File: src/rtl/sweep_ctrl.sv
`default_nettype none
// ============================================================================
// Module      : sweep_ctrl
// Description : Drives an external up/down counter through repeated triangle
//               sweeps between two latched limits. It watches the counter's
//               output to decide when to turn around, and flags a tracking
//               fault if the counter leaves the expected range.
// Revision    : 1.0 - initial release
// ============================================================================
module sweep_ctrl #(
  parameter int SIZE = 4
) (
  input  logic            clk,
  input  logic            reset,
  input  logic            start,
  input  logic            stop,
  input  logic [SIZE-1:0] lo_lim,
  input  logic [SIZE-1:0] hi_lim,
  input  logic [7:0]      num_cycles,
  input  logic [SIZE-1:0] cnt_in,
  output logic            load,
  output logic [SIZE-1:0] data,
  output logic            up_dwn,
  output logic            busy,
  output logic            done,
  output logic            err,
  output logic [7:0]      cycle_cnt
);

  typedef enum logic [1:0] {
    S_IDLE  = 2'd0,
    S_PRIME = 2'd1,
    S_UP    = 2'd2,
    S_DOWN  = 2'd3
  } state_t;

  state_t          state_q, state_d;
  logic [SIZE-1:0] lo_q, lo_d;
  logic [SIZE-1:0] hi_q, hi_d;
  logic [7:0]      n_q, n_d;
  logic [7:0]      cyc_q, cyc_d;
  logic            done_q, done_d;
  logic            err_q, err_d;

  // Turn-around points: the counter is one step short of the limit, so the
  // step taken on the turning edge lands exactly on the limit.
  logic [SIZE-1:0] hi_m1;
  logic [SIZE-1:0] lo_p1;
  logic            up_fault;
  logic            dn_fault;

  assign hi_m1    = hi_q - 1'b1;
  assign lo_p1    = lo_q + 1'b1;
  assign up_fault = (cnt_in < lo_q) || (cnt_in >= hi_q);
  assign dn_fault = (cnt_in <= lo_q) || (cnt_in > hi_q);

  // State and latched-parameter registers, cleared asynchronously.
  always_ff @(posedge clk or posedge reset) begin
    if (reset) begin
      state_q <= S_IDLE;
      lo_q    <= '0;
      hi_q    <= '0;
      n_q     <= '0;
      cyc_q   <= '0;
      done_q  <= 1'b0;
      err_q   <= 1'b0;
    end else begin
      state_q <= state_d;
      lo_q    <= lo_d;
      hi_q    <= hi_d;
      n_q     <= n_d;
      cyc_q   <= cyc_d;
      done_q  <= done_d;
      err_q   <= err_d;
    end
  end

  // Next-state logic: a fault outranks stop (it alone raises err), and stop
  // outranks the normal turn-around transitions.
  always_comb begin
    state_d = state_q;
    lo_d    = lo_q;
    hi_d    = hi_q;
    n_d     = n_q;
    cyc_d   = cyc_q;
    done_d  = 1'b0;
    err_d   = 1'b0;
    case (state_q)
      S_IDLE: begin
        if (start) begin
          if (hi_lim > lo_lim) begin
            lo_d    = lo_lim;
            hi_d    = hi_lim;
            n_d     = num_cycles;
            cyc_d   = '0;
            state_d = S_PRIME;
          end else begin
            err_d = 1'b1;
          end
        end
      end
      S_PRIME: begin
        // One load cycle so the counter holds lo_q on the first UP cycle.
        state_d = stop ? S_IDLE : S_UP;
      end
      S_UP: begin
        if (up_fault) begin
          state_d = S_IDLE;
          err_d   = 1'b1;
        end else if (stop) begin
          state_d = S_IDLE;
        end else if (cnt_in == hi_m1) begin
          state_d = S_DOWN;
        end
      end
      S_DOWN: begin
        if (dn_fault) begin
          state_d = S_IDLE;
          err_d   = 1'b1;
        end else if (stop) begin
          state_d = S_IDLE;
        end else if (cnt_in == lo_p1) begin
          // Triangle complete; a zero target count means run forever.
          cyc_d = cyc_q + 8'd1;
          if ((n_q != 8'd0) && (cyc_d == n_q)) begin
            state_d = S_IDLE;
            done_d  = 1'b1;
          end else begin
            state_d = S_UP;
          end
        end
      end
      default: begin
        state_d = S_IDLE;
      end
    endcase
  end

  // Counter controls come from registered state only, never from inputs.
  assign load      = (state_q == S_IDLE) || (state_q == S_PRIME);
  assign up_dwn    = (state_q != S_DOWN);
  assign data      = lo_q;
  assign busy      = (state_q != S_IDLE);
  assign done      = done_q;
  assign err       = err_q;
  assign cycle_cnt = cyc_q;

endmodule
`default_nettype wire
File: config.mk
export PLATFORM = sky130hd
export DESIGN_NAME = sweep_ctrl
export DESIGN_NICKNAME = d
export VERILOG_FILES = /design/src/rtl/sweep_ctrl.sv
export SDC_FILE = /design/constraint.sdc
export NUM_CORES = 1
export LEC_CHECK = 0
export ABC_AREA = 1
export BUFFER_PORTS_ARGS = -buffer_cell sky130_fd_sc_hd__buf_4
export CELL_PAD_IN_SITES_DETAIL_PLACEMENT = 2
export CELL_PAD_IN_SITES_GLOBAL_PLACEMENT = 2
export CORE_MARGIN = 5
export CORE_UTILIZATION = 29
export DETAILED_ROUTE_END_ITERATION = 10
export GPL_TIMING_DRIVEN = 0
export PLACE_DENSITY = 0.73
export SYNTH_ARGS = -nofsm -noshare
export SYNTH_HDL_FRONTEND = slang
export SYNTH_SLANG_ARGS = --single-unit
export TNS_END_PERCENT = 20
File: constraint.sdc
create_clock -name clk -period 2.1 [get_ports clk]
set_input_delay 0.63 -clock clk [delete_from_list [all_inputs] [get_ports clk]]
set_output_delay 0.63 -clock clk [all_outputs]
set_load 0.1 [all_outputs]
* Word-level counts from Yosys, hierarchy flattened
Cells that the tools add are included.
** Storage, ports and cells
- Bits in registers :: 28
- Output and inout port bits :: 17
- Word-level logic and storage cells :: 67
** Operators by class
- Add/sub/neg operators :: 3
- Order comparisons :: 5
- Eq/ne operators :: 14
- Mux-type cells :: 27
- Reduce and logical (&&, ||, !) cells :: 11
** Operator list (number)
- two-way mux 8 bit :: 5
- two-way mux 2 bit :: 10
- case mux 8 bit (2 select lines) :: 1
- != test 2 bit (second input constant) :: 6
- two-way mux 1 bit :: 9
- adder 8 x 1 -> 8 bit (second input constant) :: 1
- == test 4 bit :: 2
- == test 8 bit :: 1
- > comparator 4 bit :: 2
- != test 4 bit (second input constant) :: 2
- case mux 2 bit (4 select lines) :: 1
- nonzero test 8 bit :: 1
- AND reduction 6 bit :: 1
- adder 4 x 1 -> 4 bit (second input constant) :: 1
- == test 2 bit (second input constant) :: 2
- greater-or-equal comparator 4 bit :: 1
- <= comparator 4 bit :: 1
- less-than comparator 4 bit :: 1
- AND reduction 4 bit :: 1
- nonzero test 2 bit :: 2
- subtractor 4 x 1 -> 4 bit (second input constant) :: 1
- logical OR 1 bit :: 3
- case mux 1 bit (3 select lines) :: 1
- AND reduction 3 bit :: 1
- 3 further kinds :: 3

* Depth between registers and ports, before layout
- Depth in word-level cells :: 8
- Depth in mapped cells :: 14

* Worst setup path after synthesis
Ideal clock, no wire load.
- Path type :: reg2reg
- Start point :: register cyc_q[0] (netlist: cycle_cnt[0])
- End point :: register state_q[1]
- Library setup time :: 0.120 ns
- Data arrival time :: 2.218 ns
- Setup slack :: -0.238 ns
- Stages on the path, launching flop included :: 13
- Buffers on the path :: 0
- Period minus slack after synthesis :: 2.338 ns
- Path through :: dfrtp_1 -> ha_1 -> nand2_2 -> nor2_4 -> nand3_1 -> nand3_1 -> nand2_1 -> nor2_1 -> nand3_2 -> nand2_1 -> nand2_1 -> nand2_1 -> nand2_1
** On the way
- Longest elaborated chain between the ends :: 8
** RTL lines
- from (decl) :: line 41 : logic [7:0] cyc_q, cyc_d;
- from (signal assigned) :: line 72 : cyc_q <= cyc_d;
- adder 8 x 1 -> 8 bit :: line 124 : cyc_d = cyc_q + 8'd1;
- == test 8 bit :: line 125 : if ((n_q != 8'd0) && (cyc_d == n_q)) begin
- logical AND 1 bit :: line 125
- two-way mux 2 bit :: line 125
- two-way mux 2 bit :: line 122 : end else if (cnt_in == lo_p1) begin
- two-way mux 2 bit :: line 120 : end else if (stop) begin
- two-way mux 2 bit :: line 117 : if (dn_fault) begin
- case mux 2 bit (4 select lines) :: line 88 : case (state_q)
- to (signal assigned) :: line 68 : state_q <= state_d;
- to (decl) :: line 37 : state_t state_q, state_d;
Every way passes these cells. The select of a mux whose other input is x is not followed.
A chain may end at the register's enable or synchronous reset.

* Worst setup path after layout
- Start point :: input lo_lim[1]
- End point :: register lo_q[2] (netlist: data[2])
** On the way
- Longest elaborated chain between the ends :: 2
** RTL lines
- from (decl) :: line 17 : input logic [SIZE-1:0] lo_lim,
- > comparator 4 bit :: line 91 : if (hi_lim > lo_lim) begin
- AND reduction 3 bit (no source line)
- to (signal assigned) :: line 69 : lo_q <= lo_d;
- to (decl) :: line 38 : logic [SIZE-1:0] lo_q, lo_d;
Every way passes these cells.

==> impl_metrics.csv <==
group,metric,value,unit
status,outcome,"finished clean",
cells_and_area,synthToLayoutAreaGrowth,25.0,%
logic_synthesis,ys_seq_area_share,34.3,%
cells_and_area,n_antenna_cell,0,
routing,vias,1978,
clock_network,cts_tree,"done",
grt,grt_max_degree,29,
pwr,comb_power_share,57.8,%
critical_path,critPathMaxFanout,10,
clock_network,cts_buffer_depth,2,
floorplan,fp.dieH,94.0,µm
critical_path,rrSetupSlack,200,ps
min_path,min_from,"n_q[0]",
cells_and_area,layout.nets,367,
timing,setup_viol,0,
timing,hold_violations,0,
min_path,hold_end,"n_q[0]",
min_path,hold_path.class,"reg2reg",
logic_synthesis,netlist_area,2040,µm²
min_path,whs_path_depth,2,
clock_network,cts-hold-fix-buffers,0,
grt,grt_pass1_vias,2081,
placed_design,portBuffers,40,
clock_network,post-cts-setup-buffers,0,
logic_synthesis,synth_nets,322,
run,maxCapViolCount,0,
placed_design,dp_hpwl,5.14,mm
floorplan,die_x,94.0,µm
floorplan,core_area,6830,µm²
routing,drtPass1Iterations,4,
critical_path,cp-start-kind,"input port",
critical_path,worst_r2r_path_depth,11,
critical_path,r2r_end,"cycle_cnt[7]",
routing,post_drt_wl_per_cell,14.6,µm
clock_network,clk_latency,280,ps
timing,setup_tns,0,ps
cells_and_area,drive_gt1_share,21.7,%
grt,grt_pass1_wl,10.2,mm
logic_synthesis,synth_edf_count,0,
pwr,internal-power,1.55,mW
routing,drcViolationCount,0,
timing,max_slew_margin,23.4,%
clock_network,path_clk_slew,110,ps
pwr,leakage,1.31,nW
grt,antenna_found_initial,0,
floorplan,row_count,30,
routing,drt-initial-drc-count,36,
pwr,power.switching,1.68,mW
floorplan,io_pins,41,
timing,post-route-period-util,93.7,%
critical_path,r2r-start,"hi_q[3]",
routing,drtAntennaViolNets,0,
pwr,clockPowerShare,13.6,%
critical_path,cp-end-kind,"flop",
timing,slew_violations,0,
logic_synthesis,synthesis.instances,283,
logic_synthesis,ys_ff_latch,28,
critical_path,worstPathRequired,2290,ps
routing,via_per_inst,4.68,
clock_network,root_buffer,"clkbuf_8",
pwr,total_power,3.23,mW
clock_network,cts.sinks,28,
timing,fin_skew,10.1,ps
timing,rsz0062_at_grt,"no",
grt,track_usage,14.7,%
pwr,power_density,1260,nW/µm²
critical_path,cp_data_arrival_time,2160,ps
logic_synthesis,ys.flop_type,"dfrtp_1",
grt,overflow,0,
floorplan,dieArea,8830,µm²
timing,min_period,1970,ps
pwr,swShare,52.0,%
logic_synthesis,ys.warnings.count,0,
pwr,vdd_drop_max,368,µV
clock_network,cts.htree.levels,1,
pwr,pwr-share-seq,28.6,%
logic_synthesis,synth-async-reset-ratio,100,%
logic_synthesis,ys_types,30,
routing,wl,6.16,mm
floorplan,start_util,29.9,%
placed_design,place_congestion,0.730,
timing,fmax,508,MHz
critical_path,crit_type,"in2reg",
clock_network,cts_buffers,3,
logic_synthesis,synth_area_per_cell,7.22,µm²
timing,tightest_slew,1150,ps
-- Yosys cell counts, types with 3 or more instances --
master	count	area, µm²
a21oi_1	13	65.1
buf_2	3	15.0
dfrtp_1	28	701
ha_1	15	188
inv_1	43	161
nand2_1	60	225
nand3_1	31	155
nor2_1	33	124
nor2_2	3	18.8
o21ai_0	16	80.1
o21ai_1	5	25.0
xnor2_1	7	61.3
xor2_1	3	26.3
-- sequential cells by signal, summed over array words and instances, names as in the netlist --
name / count
n_q: 8
done: 1
cycle_cnt: 8
hi_q: 4
state_q: 2
err: 1
data: 4
-- power by group through the flow --
stage | registers [mW] | logic (mW) | clock network [mW]
after floorplan | 1.27 | 1.06 | 0
after global placement | 0.938 | 1.83 | 0
after detailed placement | 0.942 | 1.88 | 0
after CTS | 0.934 | 1.89 | 0.456
after global routing | 0.965 | 2.06 | 0.475
final | 0.924 | 1.87 | 0.439
-- cells in the final DEF, fill, tap and decap left out, types with 2 or more instances in the layout --
master / instances
nand3b_1: 2
nor2_2: 3
a21oi_1: 12
nand2_1: 60
inv_2: 2
nand2_4: 2
nand2_2: 2
clkbuf_8: 3
xnor2_1: 7
buf_4: 41
dfrtp_2: 5
o21ai_0: 16
xor2_1: 3
nand3_1: 31
nor2_1: 32
nand3_2: 2
o21ai_1: 5
ha_1: 15
buf_2: 2
dfrtp_1: 23
inv_1: 43
nor2_4: 3
-- metrics by stage --
| stage | instances | worst slack, ps | hold slack (ps) | cell area, µm² | utilization (%) |
|---|---|---|---|---|---|
| 2_1_floorplan | 283 | -183 | 478 | 2050 | - |
| 3_3_place_gp | 419 | -182 | 521 | 2470 | 36.2 |
| 3_5_place_dp | 419 | -231 | 537 | 2470 | 36.2 |
| 4_1_cts | 423 | 65.3 | 567 | 2540 | 37.3 |
| 5_1_grt | 423 | 13.5 | 588 | 2560 | 37.4 |
| 6_report | 423 | 132 | 554 | 2560 | 37.4 |
-- metal layers --
metal,vias to the layer above,wire length [µm],GRT usage [%]
met1,960,2970,20.0
met4,0,21,1.81
met2,28,2970,25.3
li1,988,-,-
met3,2,202,2.16
met5,-,0,0
-- layout make-up --
cell class              count  area (µm²)
well taps                  96         120
fillers                   843        4280
multi-input cells         206        1170
plain buffers               3        17.5
repair buffers             40         300
inverters                  46         173
clock buffers               3        41.3
flip-flops and latches     28         707
clock inverters             1        30.0
-- critical path, stage by stage --
cell and delay, ps:
buf_4 80, inv_1 40, ha_1 300, a21oi_1 150, o21ai_0 80, o21ai_0 150
inv_1 150, nand3_4 150, buf_2 270, nand2_1 70, o21ai_0 80
-- how the worst max path moves through the flow --
stage | slack [ps] | end | start
2_1_floorplan | -180 | state_q[1] | cycle_cnt[1]
3_3_place_gp | -180 | hi_q[2] | lo_lim[1]
3_5_place_dp | -230 | hi_q[2] | lo_lim[1]
4_1_cts | 70 | hi_q[3] | lo_lim[1]
5_1_grt | 10 | data[2] | lo_lim[1]
6_report | 130 | data[2] | lo_lim[1]
-- repair_timing --
| item | CTS | global route |
|---|---|---|
| setup endpoints to repair | 1 | 12 |
| gates resized for setup | 1 | 4 |
| gates cloned | 0 | 0 |
-- cells by family (layout without fill, tap and decap cells) --
family                   count (synthesis)  after routing  synth area share [%]
AO/OA/AOI/OAI                           37             37                  9.49
AND/OR/NAND/NOR                        144            144                  33.6
adder cells (fa/ha/maj)                 15             15                  9.18
flip-flops                              28             28                  34.3
XOR/XNOR                                10             10                  4.28
buffers and inverters                   49             93                  9.18
Note: power is estimated with default switching activity, not from simulation.
